[config.mk]
export PLATFORM = sky130hd
export DESIGN_NAME = ps2_key_tracker
export DESIGN_NICKNAME = d
export VERILOG_FILES = /design/src/rtl/ps2_key_tracker.sv
export SDC_FILE = /design/constraint.sdc
export NUM_CORES = 1
export LEC_CHECK = 0
export CAP_MARGIN = 30
export CORE_ASPECT_RATIO = 2
export CORE_MARGIN = 3
export CORE_UTILIZATION = 55
export CTS_CLUSTER_SIZE = 30
export DETAILED_ROUTE_END_ITERATION = 10
export DONT_BUFFER_PORTS = 1
export PLACE_DENSITY = 0.71
export SYNTH_ARGS = -nofsm -noshare
export SYNTH_HDL_FRONTEND = slang
export SYNTH_SLANG_ARGS = --single-unit
[constraint.sdc]
create_clock -name clk -period 4.27 [get_ports clk]
set_input_delay 0.854 -clock clk [delete_from_list [all_inputs] [get_ports clk]]
set_output_delay 0.854 -clock clk [all_outputs]
set_load 0.01 [all_outputs]
[src/rtl/ps2_key_tracker.sv]
// ps2_key_tracker
//   Decodes a PS/2 set-2 byte stream from the receiver FIFO into make/break
//   events and tracks the keys currently held down. It also provides the
//   derived modifier state and a BCD count of key presses.
//
// Ports
//   clk, clrn    : system clock, asynchronous active-low reset
//   ready, in    : FIFO has a byte / the byte itself
//   nextdata_n   : low for one cycle to pop the byte just consumed
//   ev_*         : registered event (valid is a one-cycle strobe, the rest hold)
//   held_count   : number of occupied entries in the held-key table
//   overflow     : a press was dropped because the table was full (sticky)
//   shift/ctrl/alt, caps_lock, if_conflict, if_capital : keyboard state
//   key_count    : BCD press counter, digit 0 in bits [3:0]
module ps2_key_tracker #(
    parameter int MAX_KEYS     = 4,
    parameter int CNT_DIGITS   = 2,
    parameter int COUNT_REPEAT = 0
) (
    input  logic                    clk,
    input  logic                    clrn,
    input  logic                    ready,
    input  logic [7:0]              in,
    output logic                    nextdata_n,
    output logic                    ev_valid,
    output logic [7:0]              ev_code,
    output logic                    ev_ext,
    output logic                    ev_break,
    output logic                    ev_repeat,
    output logic [3:0]              held_count,
    output logic                    overflow,
    output logic                    shift,
    output logic                    ctrl,
    output logic                    alt,
    output logic                    caps_lock,
    output logic                    if_conflict,
    output logic                    if_capital,
    output logic [4*CNT_DIGITS-1:0] key_count
);

    typedef enum logic [2:0] {BASE, EXT, BRK, EXT_BRK, PAUSE} state_e;

    state_e                  state_q, state_d;
    logic [2:0]              skip_q, skip_d;
    logic                    nextdataN_q, nextdataN_d;
    logic                    evValid_q, evValid_d;
    logic [7:0]              evCode_q, evCode_d;
    logic                    evExt_q, evExt_d;
    logic                    evBreak_q, evBreak_d;
    logic                    evRepeat_q, evRepeat_d;
    logic [MAX_KEYS-1:0]     valid_q, valid_d;
    logic [MAX_KEYS-1:0]     entExt_q, entExt_d;
    logic [7:0]              entCode_q [MAX_KEYS];
    logic [7:0]              entCode_d [MAX_KEYS];
    logic                    overflow_q, overflow_d;
    logic                    caps_q, caps_d;
    logic [4*CNT_DIGITS-1:0] count_q, count_d;

    logic                    accept;
    logic                    isReply;
    logic                    keyEvent, keyBreak, keyExt, pauseDone;
    logic [MAX_KEYS-1:0]     hitVec, freeVec;
    logic                    hit, full;

    // BCD increment with ripple carry; all-9s wraps to all-0s
    function automatic logic [4*CNT_DIGITS-1:0] bcdInc(input logic [4*CNT_DIGITS-1:0] v);
        logic                    carry;
        logic [4*CNT_DIGITS-1:0] r;
        r     = v;
        carry = 1'b1;
        for (int k = 0; k < CNT_DIGITS; k++) begin
            if (carry) begin
                if (v[4*k +: 4] == 4'd9) begin
                    r[4*k +: 4] = 4'd0;
                end else begin
                    r[4*k +: 4] = v[4*k +: 4] + 4'd1;
                    carry       = 1'b0;
                end
            end
        end
        return r;
    endfunction

    // nextdata_n doubles as the "not busy" flag, so at most one byte per two cycles
    assign accept  = ready && nextdataN_q;
    assign isReply = (in == 8'hAA) || (in == 8'hFA) || (in == 8'hEE) || (in == 8'hFE);

    // Prefix decoder: turns the byte stream into single make/break/pause strobes
    always_comb begin
        state_d   = state_q;
        skip_d    = skip_q;
        keyEvent  = 1'b0;
        keyBreak  = 1'b0;
        keyExt    = 1'b0;
        pauseDone = 1'b0;
        if (accept) begin
            case (state_q)
                BASE: begin
                    if (in == 8'hE0) begin
                        state_d = EXT;
                    end else if (in == 8'hF0) begin
                        state_d = BRK;
                    end else if (in == 8'hE1) begin
                        state_d = PAUSE;
                        skip_d  = 3'd7;
                    end else if (!isReply) begin
                        keyEvent = 1'b1;
                    end
                end
                EXT: begin
                    if (in == 8'hF0) begin
                        state_d = EXT_BRK;
                    end else if (in != 8'hE0) begin
                        keyEvent = 1'b1;
                        keyExt   = 1'b1;
                        state_d  = BASE;
                    end
                end
                BRK: begin
                    if (in != 8'hE0 && in != 8'hF0) begin
                        keyEvent = 1'b1;
                        keyBreak = 1'b1;
                        state_d  = BASE;
                    end
                end
                EXT_BRK: begin
                    if (in != 8'hE0 && in != 8'hF0) begin
                        keyEvent = 1'b1;
                        keyBreak = 1'b1;
                        keyExt   = 1'b1;
                        state_d  = BASE;
                    end
                end
                PAUSE: begin
                    // The E1 that entered PAUSE loaded 7, so the 7th following byte ends it
                    skip_d = skip_q - 3'd1;
                    if (skip_q == 3'd1) begin
                        pauseDone = 1'b1;
                        state_d   = BASE;
                    end
                end
                default: state_d = BASE;
            endcase
        end
    end

    // Table lookup: the table never holds duplicates, so at most one hit bit is set
    always_comb begin
        for (int i = 0; i < MAX_KEYS; i++) begin
            hitVec[i] = valid_q[i] && (entCode_q[i] == in) && (entExt_q[i] == keyExt);
        end
    end

    assign hit     = |hitVec;
    assign full    = &valid_q;
    // Isolates the lowest clear bit of valid_q
    assign freeVec = ~valid_q & (valid_q + MAX_KEYS'(1));

    always_comb begin
        nextdataN_d = !accept;
        evValid_d   = 1'b0;
        evCode_d    = evCode_q;
        evExt_d     = evExt_q;
        evBreak_d   = evBreak_q;
        evRepeat_d  = evRepeat_q;
        valid_d     = valid_q;
        entExt_d    = entExt_q;
        entCode_d   = entCode_q;
        overflow_d  = overflow_q;
        caps_d      = caps_q;
        count_d     = count_q;
        if (pauseDone) begin
            evValid_d  = 1'b1;
            evCode_d   = 8'hE1;
            evExt_d    = 1'b0;
            evBreak_d  = 1'b0;
            evRepeat_d = 1'b0;
        end else if (keyEvent) begin
            evValid_d  = 1'b1;
            evCode_d   = in;
            evExt_d    = keyExt;
            evBreak_d  = keyBreak;
            evRepeat_d = !keyBreak && hit;
            if (keyBreak) begin
                valid_d = valid_q & ~hitVec;
            end else if (hit) begin
                if (COUNT_REPEAT != 0) begin
                    count_d = bcdInc(count_q);
                end
            end else begin
                count_d = bcdInc(count_q);
                if (!keyExt && in == 8'h58) begin
                    caps_d = !caps_q;
                end
                if (full) begin
                    overflow_d = 1'b1;
                end else begin
                    for (int i = 0; i < MAX_KEYS; i++) begin
                        if (freeVec[i]) begin
                            valid_d[i]   = 1'b1;
                            entExt_d[i]  = keyExt;
                            entCode_d[i] = in;
                        end
                    end
                end
            end
        end
        // overflow stays set until every held key has been released
        if (valid_d == '0) begin
            overflow_d = 1'b0;
        end
    end

    always_ff @(posedge clk or negedge clrn) begin
        if (!clrn) begin
            state_q     <= BASE;
            skip_q      <= 3'd0;
            nextdataN_q <= 1'b1;
            evValid_q   <= 1'b0;
            evCode_q    <= 8'h00;
            evExt_q     <= 1'b0;
            evBreak_q   <= 1'b0;
            evRepeat_q  <= 1'b0;
            valid_q     <= '0;
            entExt_q    <= '0;
            for (int i = 0; i < MAX_KEYS; i++) begin
                entCode_q[i] <= 8'h00;
            end
            overflow_q  <= 1'b0;
            caps_q      <= 1'b0;
            count_q     <= '0;
        end else begin
            state_q     <= state_d;
            skip_q      <= skip_d;
            nextdataN_q <= nextdataN_d;
            evValid_q   <= evValid_d;
            evCode_q    <= evCode_d;
            evExt_q     <= evExt_d;
            evBreak_q   <= evBreak_d;
            evRepeat_q  <= evRepeat_d;
            valid_q     <= valid_d;
            entExt_q    <= entExt_d;
            entCode_q   <= entCode_d;
            overflow_q  <= overflow_d;
            caps_q      <= caps_d;
            count_q     <= count_d;
        end
    end

    // Held count and modifiers are read straight off the registered table
    always_comb begin
        held_count = 4'd0;
        shift      = 1'b0;
        ctrl       = 1'b0;
        alt        = 1'b0;
        for (int i = 0; i < MAX_KEYS; i++) begin
            if (valid_q[i]) begin
                held_count = held_count + 4'd1;
                if (!entExt_q[i] && (entCode_q[i] == 8'h12 || entCode_q[i] == 8'h59)) begin
                    shift = 1'b1;
                end
                if (entCode_q[i] == 8'h14) begin
                    ctrl = 1'b1;
                end
                if (entCode_q[i] == 8'h11) begin
                    alt = 1'b1;
                end
            end
        end
    end

    assign nextdata_n  = nextdataN_q;
    assign ev_valid    = evValid_q;
    assign ev_code     = evCode_q;
    assign ev_ext      = evExt_q;
    assign ev_break    = evBreak_q;
    assign ev_repeat   = evRepeat_q;
    assign overflow    = overflow_q;
    assign caps_lock   = caps_q;
    assign key_count   = count_q;
    assign if_conflict = shift & ctrl;
    assign if_capital  = shift ^ caps_q;

endmodule

==> metrics, run 1 <==
outcome completed; kind of critical path reg2out; Hold Buf Count CTS 0; Tcrit/Tclk final between 80% and 90%; die area 8260 µm²; buffer count from post-CTS setup fixing 0; nets@finish 392; area share of fa/ha/maj cells after synthesis ~2.2%; drt wl/cell approximately 21 µm; clock sink count 69; initial core utilization 56.6%; drt pass-1 iters 4; synthesized area around 3900 µm²; CTS max path bufs 2; average size of a mapped cell 10.3 µm²; number of global-route vias before repair 3081; Worst Path Required 3.42 ns; number of synthesized flops with an enable pin 0; I/O pins 43; Max Slew Vio Count 0; Root Driver clkbuf_16; unrepaired setup endpoints after global routing false; Worst-Margin Slew about 0.70 ns; Synth area leaders dfrtp_1 (43%), mux2_1 (9.2%), xnor2_1 (8.5%), nand3_1 (3.1%), nor2_1 (2.8%); depth of the CTS H-tree 3; Compound-Gate Fraction of Synth Area 9.07%; Yosys top cell by area dfrtp_1; post-synthesis cell count 380; Syn. warnings 0; Placer Congestion 0.940; P&R area growth vs syn 9.58%; final setup fails 0; Post-Layout Cell Count between 400 and 500; Max Cap Viol 0; post-route clock skew 0.00599 ns; Startpoint Class flop; register area share after synthesis 44.0%; post_cts resized 0; Die Wd 65.8 µm; # DRC 0; fin util 62.1%; Main synth FF type dfrtp_1; area post-placement 3980 µm²; Yosys top cell area share 43.3%; clock-pin slew on the worst setup and hold paths 0.06 ns; Finished Cell Area 4310 µm²; arrival time at the worst endpoint 2.68 ns; initial antenna violation count 0; Hold Fails Final Rpt 0; FF+latch count, synth slightly below 70; cells on worst reg2reg path 7; Synth cell types 54; share of cells above drive strength 1 ~9%; via count 2918; Post-synth ARST share 100%; FP Rows 43; # fillers ~560; Final Total Pwr 2.83 mW; Worst Setup End Kind primary output; total negative slack 0 ns; first-pass GRT wire length 16000 µm; Post-Place Cells 453; total global-route track usage 26.1%; post-route ant nets 0; largest family of logic cells by synthesized area simple AND/OR/NAND/NOR gates; core area 6940 µm²; mux cell area share after synthesis 11.4%; TritonCTS Buffers 9; Pleak 1.86 nW; ANT cells 0; drt initial violations 187; Synth Area in XOR/XNOR between 10% and 20%; Slew headroom 53.7%; post-synth net total 398; DPL Wire Length 7170 µm; most common cell after layout, fill and taps aside dfrtp_1; fmax 283 MHz; Max IR drop VDD roughly 0.48 mV; Die Ht 126 µm; fraction of the mapped netlist area in simple logic gates 19.4%; clock latency on the worst-skew pair 0.34 ns; pin count of the biggest net entering global routing 70; CTS tree done; PwrDens between 600 and 700 nW/µm²; total grt overflow 0; port buffer count 0; commonest cells after routing, fill and taps aside dfrtp_1 (68), xnor2_1 (38), mux2_1 (32); Tmin final 3.53 ns; DRT Wirelength 9770 µm; number of vias per cell 6.24; crit path max fanout 6; Hold Crit Class in2async
-- state kept, by name, summed over array words and instances, names as in the netlist --
| name | count |
|---|---|
| key_count | 8 |
| skip_q | 3 |
| caps_lock | 1 |
| ev_repeat | 1 |
| entExt_q | 4 |
| ev_break | 1 |
| ev_valid | 1 |
| overflow | 1 |
| ev_ext | 1 |
| ev_code | 8 |
| state_q | 3 |
| nextdata_n | 1 |
| entCode_q | 32 |
| valid_q | 4 |
-- final timing paths --
path	slack, ns	startpoint	end
setup / recovery	0.74	entCode_q[0]	if_capital
hold / removal	0.21	clrn	ev_code[0]
setup reg to reg	0.98	nextdata_n	entCode_q[23]
hold reg to reg	0.54	skip_q[1]	skip_q[1]
max in group asynchronous	3.83	clrn	nextdata_n
min in group clk	0.54	skip_q[1]	skip_q[1]
-- per-stage QoR --
stage | setup WS [ns] | hold slack [ns]
floorplan | 1.04 | 0.495
global placement | 0.716 | 0.515
detailed placement | 0.585 | 0.528
CTS | 0.731 | 0.199
global route | 0.584 | 0.193
finish | 0.741 | 0.207
-- cell usage after synthesis, drive strengths merged, types with 5 or more instances --
| cell type | count |
|---|---|
| nand3b | 5 |
| o21ai | 9 |
| mux2 | 39 |
| nand2 | 18 |
| buf | 7 |
| a31oi | 5 |
| a21oi | 8 |
| a2111oi | 5 |
| dfrtp | 68 |
| nor3 | 5 |
| clkbuf | 13 |
| nor2b | 5 |
| nor4 | 8 |
| nor3b | 5 |
| inv | 17 |
| ha | 7 |
| nand4 | 9 |
| xnor2 | 38 |
| nand3 | 26 |
| xor2 | 7 |
| nor2 | 29 |
-- area by class of cell --
type	instances	area (µm²)	area share (%)
Clock inverter	5	100	2.32
Tap cell	90	113	2.61
Clock buffer	10	229	5.32
Sequential cell	69	1730	40.1
Timing Repair Buffer	3	22.5	0.523
Multi-Input combinational cell	274	2050	47.6
Inverter	17	63.8	1.48
-- logic make-up (layout without fill, tap and decap cells) --
family | Yosys count | count (layout)
XOR/XNOR | 45 | 45
multiplexers | 40 | 40
adder cells (fa/ha/maj) | 7 | 7
flip-flops | 69 | 69
other | 1 | 1
AO/OA/AOI/OAI | 48 | 48
AND/OR/NAND/NOR | 133 | 133
buffers and inverters | 37 | 35
-- where the power goes --
group	switching [mW]	leakage, nW	internal [mW]	total, mW
combinational	0.387	0.833	0.382	0.769
sequential	0.346	0.863	0.886	1.23
clock	0.267	0.162	0.565	0.831
-- routing by layer --
layer  vias to the layer above  routed length (µm)  global-route usage, %
li1                       1346                   -                      -
met1                      1430                3340                   25.4
met2                        97                5180                   44.4
met3                        45                 388                   6.74
met4                         0                 865                   21.1
met5                         -                   0                      0
-- worst max-delay path: stages (launching register included) --
cell       delay, ns
dfrtp_1         0.43
or4b_2          0.70
a2111oi_0       0.56
or4_1           0.38
xor2_1          0.27
Power figures use the tool's default switching activity.
==> run 2, diff against run 1 <==
==> constraint.sdc (replaced) <==
create_clock -name clk -period 3.62 [get_ports clk]
set_input_delay 0.724 -clock clk [delete_from_list [all_inputs] [get_ports clk]]
set_output_delay 0.724 -clock clk [all_outputs]
set_load 0.01 [all_outputs]
==> metrics, run 2 (synthesis results as in run 1) <==
outcome completed; max FFs per register 32; kind of critical path reg2out; cells on worst reg2reg path 7; number of global-route vias before repair 3123; Startpoint Class flop; total grt overflow 0; Root Driver clkbuf_16; post-route ant nets 0; initial antenna violation count 0; first-pass GRT wire length 15500 µm; unrepaired setup endpoints after global routing false; CTS max path bufs 2; clock-pin slew on the worst setup and hold paths 0.05 ns; Placer Congestion 0.883; internal power between 2 and 2.5 mW; Critical-path top delay cell or4b_2; CP peak stage delay between 0.6 and 0.7 ns; I/O pins 43; depth of the CTS H-tree 3; buffer count from post-CTS setup fixing 0; DRT Wirelength roughly 9300 µm; ANT cells 0; Max IR drop VDD 0.395 mV; drt initial violations 226; total global-route track usage between 20% and 30%; final setup fails 0; Max Slew Vio Count 0; register name with the most flops entCode_q; Tcrit/Tclk final 94.7%; Seq pwr share a little under half; Hold Crit Class in2async; Hold Buf Count CTS 0; arrival time at the worst endpoint 2.70 ns; P&R area growth vs syn 8.31%; r2r setup slk 0.41 ns; clock latency on the worst-skew pair around 0.33 ns; clock power share 25.9%; nets@finish 392; drt wl/cell 19.9 µm; Hold Fails Final Rpt 0; fmax 292 MHz; CTS tree done; PwrDens 744 nW/µm²; crit path max fanout 6; Die Wd 65.8 µm; post-route clock skew 0.00420 ns; startpoint of the worst register-to-register path nextdata_n; post_cts resized 0; TritonCTS Buffers 9; initial core utilization 56.6%; Max Cap Viol 0; fin util about 61%; cell family with most CP delay simple AND/OR/NAND/NOR gates; total negative slack 0 ns; FP Rows 43; Combinational Power Share 29.0%; sw frac 36.4%; die area 8260 µm²; core area 6940 µm²; Pleak 1.84 nW; Tmin final 3.43 ns; worst-path cell chain or4b_2 > a2111oi_0 > or4_1 > xor2_1; Critical R2R Capture entCode_q[8]; Worst-Margin Slew 0.653 ns; most common cell after layout, fill and taps aside dfrtp_1; number of vias per cell ~6.1; Die Ht 126 µm; # DRC 0; Slew headroom 55.4%; drt pass-1 iters 4; WP buf/inv 0; via count between 2k and 3k; Psw 1.15 mW; hold slack 0.0869 ns; clock sink count 69; DPL Wire Length about 6800 µm; commonest cells after routing, fill and taps aside dfrtp_1 (68), xnor2_1 (38), mux2_1 (32); pin count of the biggest net entering global routing 70; Worst Path Required 2.90 ns; Worst Setup End Kind primary output; share of cells above drive strength 1 8.99%; port buffer count 0
-- run 2: layout make-up --
cell class	instances	area, µm²
inverters	17	63.8
well taps	90	113
clock inverters	1	5.00
clock buffers	14	274
multi-input cells	274	2050
fillers	556	2680
repair buffers	3	22.5
flip-flops and latches	69	1730
-- run 2: per-stage QoR --
stage	cells	instance area (µm²)	worst slack (ns)	total power, mW
finish	468	4260	0.191	3.17
global route	468	4260	0.0927	3.38
CTS	468	4260	0.148	3.19
detailed placement	453	3980	0.128	2.36
global placement	453	3980	0.218	2.30
floorplan	380	3930	0.522	2.12
-- run 2: layer usage --
metal | global-route usage (%) | wire [µm] | up-vias
li1 | - | - | 1340
met1 | 25.6 | 3450 | 1426
met2 | 44.1 | 5070 | 69
met3 | 5.03 | 313 | 29
met4 | 15.0 | 467 | 0
met5 | 0 | 0 | -
-- run 2: worst max-delay path by stage --
stage	startpoint	endpoint	slack (ns)	cells after the start
after floorplan	in[7]	entCode_q[14]	0.52	9
after global placement	in[7]	entCode_q[21]	0.22	7
after detailed placement	in[7]	entCode_q[17]	0.13	7
after CTS	entCode_q[0]	if_capital	0.15	4
after global routing	entCode_q[0]	if_capital	0.09	4
final	entCode_q[0]	if_capital	0.19	4
-- run 2: power by group through the flow --
| stage | sequential, mW | combinational [mW] | clock (mW) |
|---|---|---|---|
| detailed placement | 1.44 | 0.920 | 0 |
| global placement | 1.43 | 0.876 | 0 |
| global route | 1.48 | 1.04 | 0.857 |
| CTS | 1.43 | 0.926 | 0.832 |
| finish | 1.43 | 0.918 | 0.819 |
| floorplan | 1.30 | 0.822 | 0 |
-- run 2: worst register-to-register path: cells and delay by family (launching register included) --
| family | cells | cell delay [ns] |
|---|---|---|
| compound gates | 2 | 0.90 |
| xor+xnor | 1 | 0.17 |
| flops | 1 | 0.59 |
| mux | 1 | 0.38 |
| simple gates | 3 | 1.05 |
==> run 3, diff against run 2 <==
--- a/config.mk
+++ b/config.mk
@@ -5,7 +5,6 @@
 export SDC_FILE = /design/constraint.sdc
 export NUM_CORES = 1
 export LEC_CHECK = 0
-export CAP_MARGIN = 30
 export CORE_ASPECT_RATIO = 2
 export CORE_MARGIN = 3
 export CORE_UTILIZATION = 55
==> results of run 3 <==
The final DEF is identical to that of run 2; final timing and power are the same.
